$ cat src/rtl/hamming_enc_seq.sv
// Sequencer for the (16,11) Hamming encode job: reads 11-bit messages, hands them to an external
// encoder and writes the 16-bit codewords back. 5 cycles per message; no backpressure, done after 5*NUM_MSG cycles.
module hamming_enc_seq #(
    parameter int NUM_MSG  = 15,
    parameter int SRC_BASE = 0,
    parameter int DST_BASE = 30,
    parameter int AW       = 8
) (
    input  logic          i_clk,
    input  logic          i_reset,
    output logic [AW-1:0] o_mem_addr,
    input  logic [7:0]    i_mem_rd_data,
    output logic          o_mem_wr_en,
    output logic [7:0]    o_mem_wr_data,
    output logic [10:0]   o_enc_data,
    input  logic [15:0]   i_enc_code,
    output logic          o_busy,
    output logic          o_done
);
    localparam int IW = $clog2(NUM_MSG + 1);
    localparam logic [IW-1:0] LAST_IDX = IW'(NUM_MSG - 1);

    if (NUM_MSG < 1) begin : g_bad_num
        $error("hamming_enc_seq: NUM_MSG must be at least 1");
    end
    if ((SRC_BASE + 2 * NUM_MSG - 1) >= (2 ** AW) || (DST_BASE + 2 * NUM_MSG - 1) >= (2 ** AW)) begin : g_bad_range
        $error("hamming_enc_seq: source or destination region exceeds address space");
    end
    if (!((SRC_BASE + 2 * NUM_MSG <= DST_BASE) || (DST_BASE + 2 * NUM_MSG <= SRC_BASE))) begin : g_bad_overlap
        $error("hamming_enc_seq: source and destination regions overlap");
    end

    typedef enum logic [2:0] {
        S_RD_LO,
        S_RD_HI,
        S_ENC,
        S_WR_LO,
        S_WR_HI,
        S_DONE
    } state_t;

    state_t        r_state;
    logic [IW-1:0] r_idx;
    logic [7:0]    r_lo;
    logic [2:0]    r_hi;
    logic [15:0]   r_code;

    logic [AW-1:0] w_off;
    logic [AW-1:0] w_src_lo;
    logic [AW-1:0] w_src_hi;
    logic [AW-1:0] w_dst_lo;
    logic [AW-1:0] w_dst_hi;
    logic          w_unused_rd_bits;

    // Upper bits of each message's high byte carry no payload.
    assign w_unused_rd_bits = ^i_mem_rd_data[7:3];

    assign w_off    = AW'({r_idx, 1'b0});
    assign w_src_lo = AW'(SRC_BASE) + w_off;
    assign w_src_hi = w_src_lo + AW'(1);
    assign w_dst_lo = AW'(DST_BASE) + w_off;
    assign w_dst_hi = w_dst_lo + AW'(1);

    always_ff @(posedge i_clk) begin
        if (i_reset) begin
            r_state <= S_RD_LO;
            r_idx   <= '0;
            r_lo    <= '0;
            r_hi    <= '0;
            r_code  <= '0;
        end else begin
            case (r_state)
                S_RD_LO: begin
                    r_lo    <= i_mem_rd_data;
                    r_state <= S_RD_HI;
                end
                S_RD_HI: begin
                    r_hi    <= i_mem_rd_data[2:0];
                    r_state <= S_ENC;
                end
                S_ENC: begin
                    r_code  <= i_enc_code;
                    r_state <= S_WR_LO;
                end
                S_WR_LO: r_state <= S_WR_HI;
                S_WR_HI: begin
                    if (r_idx == LAST_IDX) begin
                        r_state <= S_DONE;
                    end else begin
                        r_idx   <= r_idx + IW'(1);
                        r_state <= S_RD_LO;
                    end
                end
                default: r_state <= S_DONE;
            endcase
        end
    end

    // Reset gates the strobes combinationally so nothing escapes during the reset cycle itself.
    always_comb begin
        o_mem_addr    = '0;
        o_mem_wr_en   = 1'b0;
        o_mem_wr_data = '0;
        case (r_state)
            S_RD_LO: o_mem_addr = w_src_lo;
            S_RD_HI: o_mem_addr = w_src_hi;
            S_ENC:   o_mem_addr = w_src_hi;
            S_WR_LO: begin
                o_mem_addr    = w_dst_lo;
                o_mem_wr_en   = !i_reset;
                o_mem_wr_data = i_reset ? 8'h00 : r_code[7:0];
            end
            S_WR_HI: begin
                o_mem_addr    = w_dst_hi;
                o_mem_wr_en   = !i_reset;
                o_mem_wr_data = i_reset ? 8'h00 : r_code[15:8];
            end
            default: o_mem_addr = '0;
        endcase
    end

    assign o_enc_data = {r_hi, r_lo};
    assign o_busy     = !i_reset && (r_state != S_DONE);
    assign o_done     = !i_reset && (r_state == S_DONE);

endmodule

$ cat config.mk
export PLATFORM = sky130hd
export DESIGN_NAME = hamming_enc_seq
export DESIGN_NICKNAME = d
export VERILOG_FILES = /design/src/rtl/hamming_enc_seq.sv
export SDC_FILE = /design/constraint.sdc
export NUM_CORES = 1
export LEC_CHECK = 0
export ABC_AREA = 1
export BUFFER_PORTS_ARGS = -buffer_cell sky130_fd_sc_hd__buf_2
export CAP_MARGIN = 20
export CORE_UTILIZATION = 45
export DETAILED_ROUTE_END_ITERATION = 8
export PLACE_DENSITY = 0.7
export SLEW_MARGIN = 20
export SYNTH_ARGS = -nofsm -noshare
export SYNTH_HDL_FRONTEND = slang
export SYNTH_SLANG_ARGS = --single-unit
$ cat constraint.sdc
create_clock -name i_clk -period 1.5 [get_ports i_clk]
set_input_delay 0.3 -clock i_clk [delete_from_list [all_inputs] [get_ports i_clk]]
set_output_delay 0.3 -clock i_clk [all_outputs]
set_load 0.01 [all_outputs]
* Word-level counts from Yosys, hierarchy flattened
Cells that the tools add are included.
Word-level totals: flip-flop bits (word level) 34, bits in latches 0, memory bits (writable) 0, bits in read-only memories 0, bits of input ports 26, memories 0
Cells by class: add/sub/neg operators 4, multipliers 0, divide/modulo/power cells 0, magnitude comparators 0, equality and inequality tests 7, shift-type cells 0, mux-type cells 7, bitwise logic cells 1, reductions and logical operators 7
Operators with widths (number):
- one-hot mux 7 bit (4 select lines) | 1
- 2-to-1 mux 8 bit | 2
- one-hot mux 8 bit (2 select lines) | 1
- one-hot mux 3 bit (5 select lines) | 1
- adder 6 x 1 -> 7 bit (second input constant) | 1
- adder 5 x 1 -> 6 bit (second input constant) | 1
- adder 5 x 5 -> 6 bit (first input constant) | 1
- equality test 3 x 2 -> 1 bit (second input constant) | 2
- equality test 3 bit (second input constant) | 2
- adder 4 x 1 -> 4 bit (second input constant) | 1
- equality test 4 bit (second input constant) | 1
- OR reduction 2 bit | 2
- equality test 3 x 1 -> 1 bit (second input constant) | 1
- logical NOT 3 bit | 1
- 2-to-1 mux 3 bit | 1
- inequality test 3 bit (second input constant) | 1
- logical AND 1 bit | 2
- AND reduction 2 bit | 1
- logical NOT 1 bit | 1
- 2-to-1 mux 1 bit | 1
- inverter 1 bit | 1

* Depth between registers and ports, before layout
Gate-level depths: netlist (run 1).
depth after elaboration 3, depth in mapped cells 7

* Least setup slack after synthesis (run 1)
OpenSTA, ideal clock, no wires.
kind register to output, start point reg r_idx[0], end point out o_mem_addr[3], arrival time 1.123 ns, slack 0.077 ns, stages on the path, launching flop included 5, path buffers 0, cell sequence dfxtp_1 inv_1 ha_1 xnor2_1 o21ai_0
Between the ends: word-level cells in the longest chain between the ends 3, elaborated cells between the ends (all ways) 4, classes of those cells add/sub (3); mux (1)
Ends and longest elaborated chain:
- start, declared | line 43 | logic [IW-1:0] r_idx;
- start signal, assigned | line 90 | r_idx <= r_idx + IW'(1);
- adder 5 x 5 -> 6 bit | line 61 | assign w_dst_lo = AW'(DST_BASE) + w_off;
- adder 6 x 1 -> 7 bit | line 62 | assign w_dst_hi = w_dst_lo + AW'(1);
- one-hot mux 7 bit (4 select lines) (*) | line 104 | case (r_state)
- end, declared | line 11 | output logic [AW-1:0] o_mem_addr,
Every way passes the cells marked *; elsewhere a longest branch is shown, timed or not.

* Worst setup path in the final report (run 1)
start point reg r_state[0], end point out o_mem_addr[0]
Between the ends: word-level cells in the longest chain between the ends 3, elaborated cells between the ends (all ways) 7, classes of those cells eq/ne (4); mux (1); reduce/logical (2)
Ends and longest elaborated chain:
- start, declared | line 42 | state_t r_state;
- start signal, assigned | line 66 | r_state <= S_RD_LO;
- start signal, assigned | line 75 | r_state <= S_RD_HI;
- start signal, assigned | line 79 | r_state <= S_ENC;
- equality test 3 x 2 -> 1 bit / equality test 3 x 1 -> 1 bit (equally long branches) | line 104
- OR reduction 2 bit (no line)
- one-hot mux 7 bit (4 select lines) (*) | line 104
Marked as above.

==> results of run 1 <==
[registers in the layout, summed over array words and instances (netlist names)]
register,cells
r_lo,8
r_code,16
r_state,3
r_idx,4
r_hi,3
[cell usage after synthesis, types with 2 or more instances]
cell      number
clkbuf_1       3
nand3_1       18
inv_1         13
a21oi_1        7
buf_4          3
dfxtp_1       34
o21ai_0       33
nor2_1        63
buf_1          2
buf_2          3
o21ai_1        5
ha_1           3
nor2_2         2
nand2_1       32
inv_2          2
[per-stage QoR]
step           hold WS (ns)  cell area, um2
2_1_floorplan         0.435            1570
3_3_place_gp          0.446            1960
3_5_place_dp          0.452            1960
4_1_cts               0.173            2160
5_1_grt               0.172            2230
6_report              0.186            2230
[layout by cell type, fill, tap and decap left out, types with 2 or more instances in the layout]
| cell type | count |
|---|---|
| buf_6 | 4 |
| buf_2 | 53 |
| nand2_1 | 24 |
| conb_1 | 2 |
| a21oi_1 | 6 |
| nand2_2 | 4 |
| buf_4 | 18 |
| nand2_4 | 4 |
| dfxtp_4 | 4 |
| nor2_4 | 2 |
| o21ai_1 | 15 |
| inv_1 | 6 |
| o21ai_0 | 22 |
| nand3_2 | 4 |
| inv_2 | 6 |
| nor2_1 | 62 |
| dfxtp_1 | 29 |
| clkbuf_4 | 5 |
| ha_1 | 2 |
| nand3_1 | 14 |
[per-layer routing]
metal	global-route usage	vias to the layer above
met5	0	-
met4	0.0682	0
met3	0.0618	9
met2	0.331	52
met1	0.265	759
li1	-	883
[worst reg2reg max path, delay by kind of cell (launching register included)]
family / cells / cell delay (ns)
buf+inv: 2 / 0.26
flops: 1 / 0.39
simple gates: 4 / 0.54
compound gates: 1 / 0.13
[path summary, 6_finish.rpt]
check | to | slack, ns | from | cells after the start
worst max-delay path | o_mem_addr[0] | -0.18 | r_state[0] | 7
worst min-delay path | r_code[11] | 0.19 | i_enc_code[11] | 3
worst max register to register | r_idx[2] | 0.11 | r_state[1] | 7
worst min register to register | r_hi[0] | 0.46 | r_hi[0] | 2
[area by class of cell]
cell class / count / area [um2]
Fill cell: 297 / 1110
Multi-Input combinational cell: 170 / 857
Sequential cell: 34 / 697
Timing Repair Buffer: 76 / 465
Inverter: 15 / 71.3
Tap cell: 46 / 57.6
Clock buffer: 6 / 51.3
Clock inverter: 1 / 30.0
[what timing repair did]
item / CTS / global route
buffers inserted: 5 / 3
gates resized for setup: 42 / 17
endpoints found under the setup margin: 17 / 17
pin swaps: 4 / 0
endpoints found under the hold margin: 0 / 0
[kinds of logic after synthesis]
logic type	Yosys count	share of synthesized area
XOR/XNOR	2	0.0112
buffers and inverters	26	0.0720
AND/OR/NAND/NOR	118	0.311
AO/OA/AOI/OAI	45	0.144
flip-flops	34	0.435
adder cells (fa/ha/maj)	3	0.0240
other	1	0.00240
[power groups by stage]
stage	sequential, uW	clock (uW)	combinational [uW]
after global routing	1040	741	497
after floorplan	1060	0	201
final	1030	682	439
after CTS	1020	697	414
after detailed placement	1040	0	375
after global placement	1040	0	373
==> impl_metrics.env, run 1 <==
export IMPL_status="finished with violations"
export IMPL_violations="setup timing"
export IMPL_rsz0062_at_grt="yes"
export IMPL_crit_family="flip-flops"
export IMPL_grt_pass1_wl_um=5560
export IMPL_hp_class="input port to register"
export IMPL_cts_root_buf="clkbuf_4"
export IMPL_tns_ns=-2.06
export IMPL_cts_max_level=2
export IMPL_avgViaCountPerCell=4.89
export IMPL_overflow=0
export IMPL_rows=21
export IMPL_ctsHoldBuffers=0
export IMPL_drive_gt1_frac=0.384
export IMPL_num_vias=1703
export IMPL_grt_pass1_vias=1261
export IMPL_synth_top_cell_area_share=0.435
export IMPL_power_density_nw_per_um2=964
export IMPL_cts_tree="done"
export IMPL_drt_total_wl_um=3900
export IMPL_ys_warn_count=0
export IMPL_switching_share=0.274
export IMPL_grt_usage=0.206
export IMPL_final_cells=348
export IMPL_clkPwrFrac=0.317
export IMPL_diodes=0
export IMPL_wire_per_inst_um=11.2
export IMPL_switching_power_uw=589
export IMPL_combPwrFrac=0.204
export IMPL_max_freq_ghz=0.595
export IMPL_p_int_uw=1560
export IMPL_critPathMostFrequentCell="inv_2"
export IMPL_avgSynthCellArea_um2=6.83
export IMPL_drt_iter0_markers=40
export IMPL_worst_path_buf_inv=4
export IMPL_antenna_left=0
export IMPL_synth_top_area_cell="dfxtp_1"
export IMPL_syn_to_final_growth_pct=42.6
export IMPL_antenna_found_initial=0
export IMPL_fin_util=0.668
export IMPL_layout_setup_ws_ns=-0.182
export IMPL_synthFlopType="dfxtp_1"
export IMPL_drt_met1_wl_um=1800
export IMPL_ys_types=21
export IMPL_crit_slowest_cell="dfxtp_4"
export IMPL_setup_violations_final=15
export IMPL_met3WireLength_um=204
export IMPL_wl_met2_um=1840
export IMPL_syn_inst=229
export IMPL_startpoint_type="register"
export IMPL_dieArea_um2=3720
export IMPL_io_pins=56
export IMPL_finalHoldViolations=0
export IMPL_start_util=0.469
export IMPL_die_height_um=61.0
export IMPL_cp_max_fo=4
export IMPL_period_needed_ns=1.68
export IMPL_clk_path_buf_depth=2
export IMPL_post_place_cells=333
export IMPL_finalNetCount=331
export IMPL_ys_seq_area_frac=0.435
export IMPL_top_layer="met4"
export IMPL_ys_top_cells_by_area="dfxtp_1 (44%), nor2_1 (15%), o21ai_0 (11%)"
export IMPL_gp_congestion=0.834
export IMPL_endpoint_kind="output pin"
export IMPL_portBuffers=53
export IMPL_cts_sinks=34
export IMPL_die_x_um=61.0
export IMPL_grt_max_degree=30
export IMPL_finClkSkew_ns=0.00163
export IMPL_seqPwrFrac=0.479
export IMPL_cp_cell_sequence="buf_6 -> nor3_4 -> inv_2 -> nand2_2 -> inv_2 -> nand2_1 -> buf_2"
export IMPL_min_period_over_period=1.12
export IMPL_numCtsBuffers=5
export IMPL_total_power_uw=2150
export IMPL_hpwlAfterDp_um=2540
export IMPL_core_um2=3340
export IMPL_drc=0
export IMPL_path_class="register to output pin"
export IMPL_syn_area_um2=1560
export IMPL_dp_slack_ns=-0.00585
export IMPL_vdd_drop_max_mv=0.486
export IMPL_drtPass1Iterations=4
export IMPL_finalMaxSlewViolations=0
export IMPL_p_leak_uw=0.00108
export IMPL_worstSkewPairLatency_ns=0.33
export IMPL_async_flop_share=0
export IMPL_path_clk_slew_ns=0.10
export IMPL_drv_cap=0
export IMPL_ys_ff_latch=34
export IMPL_cp_slowest_stage_delay_ns=0.39
export IMPL_worstPathArrival_ns=1.38
export IMPL_worst_ep_required_time_ns=1.20
export IMPL_synth_edf_count=0
No activity file was read; power rests on OpenSTA's default activity.
==> inputs of run 2 (changes only) <==
==> constraint.sdc (replaced) <==
create_clock -name i_clk -period 1.5 [get_ports i_clk]
set_input_delay 0.3 -clock i_clk [delete_from_list [all_inputs] [get_ports i_clk]]
set_output_delay 0.3 -clock i_clk [all_outputs]
set_load 0.05 [all_outputs]
==> impl_metrics.env, run 2 (synthesis results as in run 1) <==
export IMPL_status="finished with violations"
export IMPL_violations="setup timing"
export IMPL_gp_congestion=0.800
export IMPL_ctsHoldBuffers=0
export IMPL_finalNetCount=333
export IMPL_grt_util_met1=0.300
export IMPL_crit_slowest_cell="dfxtp_2"
export IMPL_rows=21
export IMPL_antenna_found_initial=0
export IMPL_core_um2=3340
export IMPL_hp_class="input port to register"
export IMPL_numCtsBuffers=5
export IMPL_diodes=0
export IMPL_max_freq_ghz=0.570
export IMPL_top_usage_layer="met2"
export IMPL_rrSetupSlack_ns=0.13
export IMPL_rsz0062_at_grt="yes"
export IMPL_use_met2=0.397
export IMPL_final_common_cell="nor2_1"
export IMPL_worst_ep_required_time_ns=1.20
export IMPL_finalMaxSlewViolations=0
export IMPL_clk_path_buf_depth=2
export IMPL_grt_pass1_wl_um=6490
export IMPL_met3_usage=0.0725
export IMPL_vdd_drop_max_mv=0.782
export IMPL_hpwlAfterDp_um=2710
export IMPL_endpoint_kind="output pin"
export IMPL_cts_tree="done"
export IMPL_finalHoldViolations=0
export IMPL_portBuffers=53
export IMPL_regMostFlops="r_code"
export IMPL_min_period_over_period=1.17
export IMPL_drt_total_wl_um=4270
export IMPL_period_needed_ns=1.75
export IMPL_cts_max_level=2
export IMPL_setup_violations_final=17
export IMPL_dieArea_um2=3720
export IMPL_grt_pass1_vias=1490
export IMPL_hold_ws_ns=0.165
export IMPL_avgViaCountPerCell=4.92
export IMPL_path_clk_slew_ns=0.10
export IMPL_cts_root_buf="clkbuf_4"
export IMPL_cp_max_fo=3
export IMPL_wire_per_inst_um=12.2
export IMPL_fillers=278
export IMPL_layout_setup_ws_ns=-0.255
export IMPL_start_util=0.469
export IMPL_drc=0
export IMPL_p_leak_uw=0.00112
export IMPL_finClkSkew_ns=0.00587
export IMPL_worstPathArrival_ns=1.45
export IMPL_path_class="register to output pin"
export IMPL_die_height_um=61.0
export IMPL_fin_util=0.744
export IMPL_mostFrequentLayoutCells="nor2_1 (57), buf_2 (36), dfxtp_1 (30)"
export IMPL_die_x_um=61.0
export IMPL_io_pins=56
export IMPL_grt_usage=0.244
export IMPL_final_cells=351
export IMPL_top_regs="r_code: 16 flops, r_lo: 8 flops, r_idx: 4 flops"
export IMPL_grt_max_degree=37
export IMPL_num_vias=1728
export IMPL_largest_register_ffs=16
export IMPL_antenna_left=0
export IMPL_overflow=0
export IMPL_cp_cell_sequence="buf_6 -> inv_1 -> nor2_2 -> nand2_2 -> nand2_1 -> inv_1 -> nand2_1 -> buf_6"
export IMPL_power_density_nw_per_um2=952
export IMPL_startpoint_type="register"
export IMPL_post_place_cells=340
export IMPL_cts_sinks=34
export IMPL_cp_slowest_stage_delay_ns=0.37
export IMPL_drive_gt1_frac=0.430
export IMPL_drt_iter0_markers=57
export IMPL_drv_cap=0
export IMPL_drtPass1Iterations=4
export IMPL_worstSkewPairLatency_ns=0.35
export IMPL_syn_to_final_growth_pct=58.8
[run 2: cell types whose count changed in the layout (fill, tap and decap cells not counted), moves of 4 or more]
cell	before	now
buf_2	53	36
buf_6	4	18
o21ai_1	15	5
o21ai_4	0	7
nand3_1	14	9
nor2_1	62	57
dfxtp_4	4	0
nand2_4	4	0
[run 2: power by group]
part | total (uW) | switching, uW | leakage [uW] | internal [uW]
sequential | 1030 | 44.6 | 0.000280 | 982
combinational | 660 | 439 | 0.000795 | 221
clock | 678 | 325 | 0.0000395 | 353
total | 2360 | 808 | 0.00112 | 1560
[run 2: final cells by class]
type / instances / area (um2) / area share
Clock buffer: 7 / 45.0 / 0.0181
Clock inverter: 1 / 30.0 / 0.0121
Inverter: 15 / 61.3 / 0.0247
Multi-Input combinational cell: 170 / 1000 / 0.403
Sequential cell: 34 / 686 / 0.276
Tap cell: 46 / 57.6 / 0.0232
Timing Repair Buffer: 78 / 603 / 0.243
[run 2: what timing repair did]
action | CTS | global route
buffers inserted | 2 | 1
endpoints found under the setup margin | 17 | 22
pin swaps | 2 | 4
gates resized for setup | 63 | 11
[run 2: stage by stage]
step,area [um2],total power (uW),TNS [ns],setup WS [ns]
final,2480,2360,-3.63,-0.255
after global routing,2480,2490,-4.90,-0.328
after CTS,2440,2350,-3.35,-0.232
after detailed placement,2140,1620,-0.314,-0.0591
after global placement,2140,1610,-0.107,-0.0195
after floorplan,1690,1440,-0.576,-0.134
[run 2: critical path: cells and delay by family, from the launching register on]
kind / cells / cell delay, ns
buf+inv: 4 / 0.39
simple gates: 4 / 0.34
flops: 1 / 0.37
[run 2: worst paths after layout]
path / cells past startpoint / end / start
worst max-delay path: 8 / o_mem_addr[0] / r_state[0]
worst min-delay path: 3 / r_code[14] / i_enc_code[14]
worst max register to register: 8 / r_idx[2] / r_idx[0]
worst min register to register: 2 / r_hi[2] / r_hi[2]
[run 2: per-layer routing]
| metal | vias up | part of all wire |
|---|---|---|
| met2 | 42 | 0.51 |
| met1 | 788 | 0.43 |
| li1 | 886 | - |
| met5 | - | 0 |
| met4 | 0 | 0.024 |
| met3 | 12 | 0.036 |
==> inputs of run 3 (changes only) <==
--- a/config.mk
+++ b/config.mk
@@ -8,7 +8,9 @@
 export ABC_AREA = 1
 export BUFFER_PORTS_ARGS = -buffer_cell sky130_fd_sc_hd__buf_2
 export CAP_MARGIN = 20
+export CORE_ASPECT_RATIO = 0.7
 export CORE_UTILIZATION = 45
+export CTS_CLUSTER_DIAMETER = 150
 export DETAILED_ROUTE_END_ITERATION = 8
 export PLACE_DENSITY = 0.7
 export SLEW_MARGIN = 20
==> impl_metrics.env, run 3 (synthesis results as in run 1) <==
export IMPL_syn_to_final_growth_pct=63.5
export IMPL_regToRegStartpoint="r_state[2]"
export IMPL_fin_area_um2=2560
export IMPL_worst_ep_required_time_ns=1.20
export IMPL_antenna_found_initial=0
export IMPL_path_class="register to output pin"
export IMPL_min_period_over_period=1.13
export IMPL_rrSetupSlack_ns=0.10
export IMPL_cp_max_fo=8
export IMPL_clk_path_buf_depth=2
export IMPL_status="finished with violations"
export IMPL_grt_usage=0.251
export IMPL_tns_ns=-2.72
export IMPL_rr_endpoint="r_code[7]"
export IMPL_cts_max_level=2
export IMPL_diodes=0
export IMPL_combPwrFrac=0.273
export IMPL_p_leak_uw=0.00114
export IMPL_whs_path_depth=3
export IMPL_violations="setup timing"
export IMPL_grt_pass1_vias=1634
export IMPL_finalMaxSlewViolations=0
export IMPL_wire_per_inst_um=12.7
export IMPL_finalHoldViolations=0
export IMPL_start_util=0.484
export IMPL_rows=17
export IMPL_worstPathArrival_ns=1.40
export IMPL_endpoint_kind="output pin"
export IMPL_worstSkewPairLatency_ns=0.28
export IMPL_hold_path_end="r_code[15]"
export IMPL_num_vias=1740
export IMPL_path_clk_slew_ns=0.07
export IMPL_overflow=0
export IMPL_final_common_cell="nor2_1"
export IMPL_drc=0
export IMPL_rsz0062_at_grt="yes"
export IMPL_startpoint_type="register"
export IMPL_top_regs="r_code: 16 flops, r_lo: 8 flops, r_idx: 4 flops"
export IMPL_vdd_drop_max_mv=0.560
export IMPL_regMostFlops="r_code"
export IMPL_period_needed_ns=1.70
export IMPL_hold_ws_ns=0.240
export IMPL_avgViaCountPerCell=4.94
export IMPL_fin_util=0.791
export IMPL_drive_gt1_frac=0.466
export IMPL_largest_register_ffs=16
export IMPL_io_pins=56
export IMPL_die_height_um=51.3
export IMPL_numCtsBuffers=5
export IMPL_p_int_uw=1680
export IMPL_total_power_uw=2510
export IMPL_drt_total_wl_um=4450
export IMPL_critPathMostFrequentCell="buf_6"
export IMPL_place_area_um2=2130
export IMPL_portBuffers=53
export IMPL_holdCritStartpoint="i_enc_code[15]"
export IMPL_finClkSkew_ns=0.00371
export IMPL_cts_sinks=34
export IMPL_crit_slowest_cell="dfxtp_2"
export IMPL_clkPwrFrac=0.318
export IMPL_hpwlAfterDp_um=2880
export IMPL_antenna_left=0
export IMPL_drv_cap=0
export IMPL_grt_max_degree=17
export IMPL_crit_family="buffers and inverters"
export IMPL_power_density_nw_per_um2=980
export IMPL_dieArea_um2=3720
export IMPL_drtPass1Iterations=4
export IMPL_cts_tree="done"
export IMPL_hp_class="input port to register"
export IMPL_drt_iter0_markers=62
export IMPL_cts_root_buf="clkbuf_8"
export IMPL_finalNetCount=333
export IMPL_switching_power_uw=829
export IMPL_max_freq_ghz=0.588
export IMPL_setup_violations_final=17
export IMPL_seqPwrFrac=0.410
export IMPL_fillers=247
export IMPL_worst_path_buf_inv=3
export IMPL_core_um2=3230
export IMPL_cp_slowest_stage_delay_ns=0.33
export IMPL_switching_share=0.331
export IMPL_grt_pass1_wl_um=7110
export IMPL_mostFrequentLayoutCells="nor2_1 (49), buf_2 (36), dfxtp_1 (31)"
export IMPL_cp_cell_sequence="buf_6 -> nor2_4 -> nand2_4 -> buf_12 -> o21ai_4 -> buf_6"
export IMPL_die_x_um=72.5
export IMPL_layout_setup_ws_ns=-0.200
export IMPL_gp_congestion=0.822
export IMPL_rr_worst_depth=7
==> run 3: final cells by class <==
cell class,count,area (um2),area share
well taps,47,58.8,0.0230
flip-flops and latches,34,687,0.269
clock buffers,8,110,0.0431
inverters,15,71.3,0.0279
multi-input cells,170,1030,0.403
repair buffers,78,599,0.234
==> run 3: worst register-to-register path, cell delays in order (launching register included) <==
cell and delay [ns]:
dfxtp_2 0.34, buf_4 0.18, nor3_4 0.19, inv_2 0.06, buf_4 0.12, buf_4 0.20
nor2_1 0.13, nor2_1 0.06
==> run 3: per-layer routing <==
metal  part of all wire  track usage  vias to the layer above  wire, um
met3              0.045       0.0572                        9       201
met2               0.47        0.431                       48      2110
li1                   -            -                      885         -
met5                  0            0                        -         0
met1               0.47        0.313                      798      2090
met4              0.014       0.0784                        0        61
==> run 3: through the flow <==
step,setup WS [ns],instances
6_report,-0.200,352
4_1_cts,-0.234,353
3_3_place_gp,-0.0867,341
5_1_grt,-0.251,352
2_1_floorplan,-0.134,230
3_5_place_dp,-0.138,341
==> run 3: power groups by stage <==
stage	clock [uW]	sequential [uW]	combinational [uW]
2_1_floorplan	0	1150	292
5_1_grt	842	1030	736
3_5_place_dp	0	1040	581
4_1_cts	810	1020	659
3_3_place_gp	0	1040	578
6_report	796	1030	684
==> run 3: how the worst max path moves through the flow <==
stage	startpoint	to	slack, ns	cells past startpoint
4_1_cts	r_state[0]	o_mem_addr[0]	-0.23	8
3_5_place_dp	r_state[1]	o_mem_wr_data[5]	-0.14	7
2_1_floorplan	r_idx[0]	o_mem_addr[3]	-0.13	4
3_3_place_gp	r_state[1]	o_mem_wr_data[1]	-0.09	7
6_report	r_state[0]	o_mem_wr_data[2]	-0.20	6
5_1_grt	r_state[0]	o_mem_addr[0]	-0.25	9
==> run 3: repair_timing <==
action                     4_1_cts  5_1_grt
pin swaps                       10        8
resized for setup               76       19
hold buffers                     0        0
setup endpoints to repair       17       37
buffers inserted                 4        1
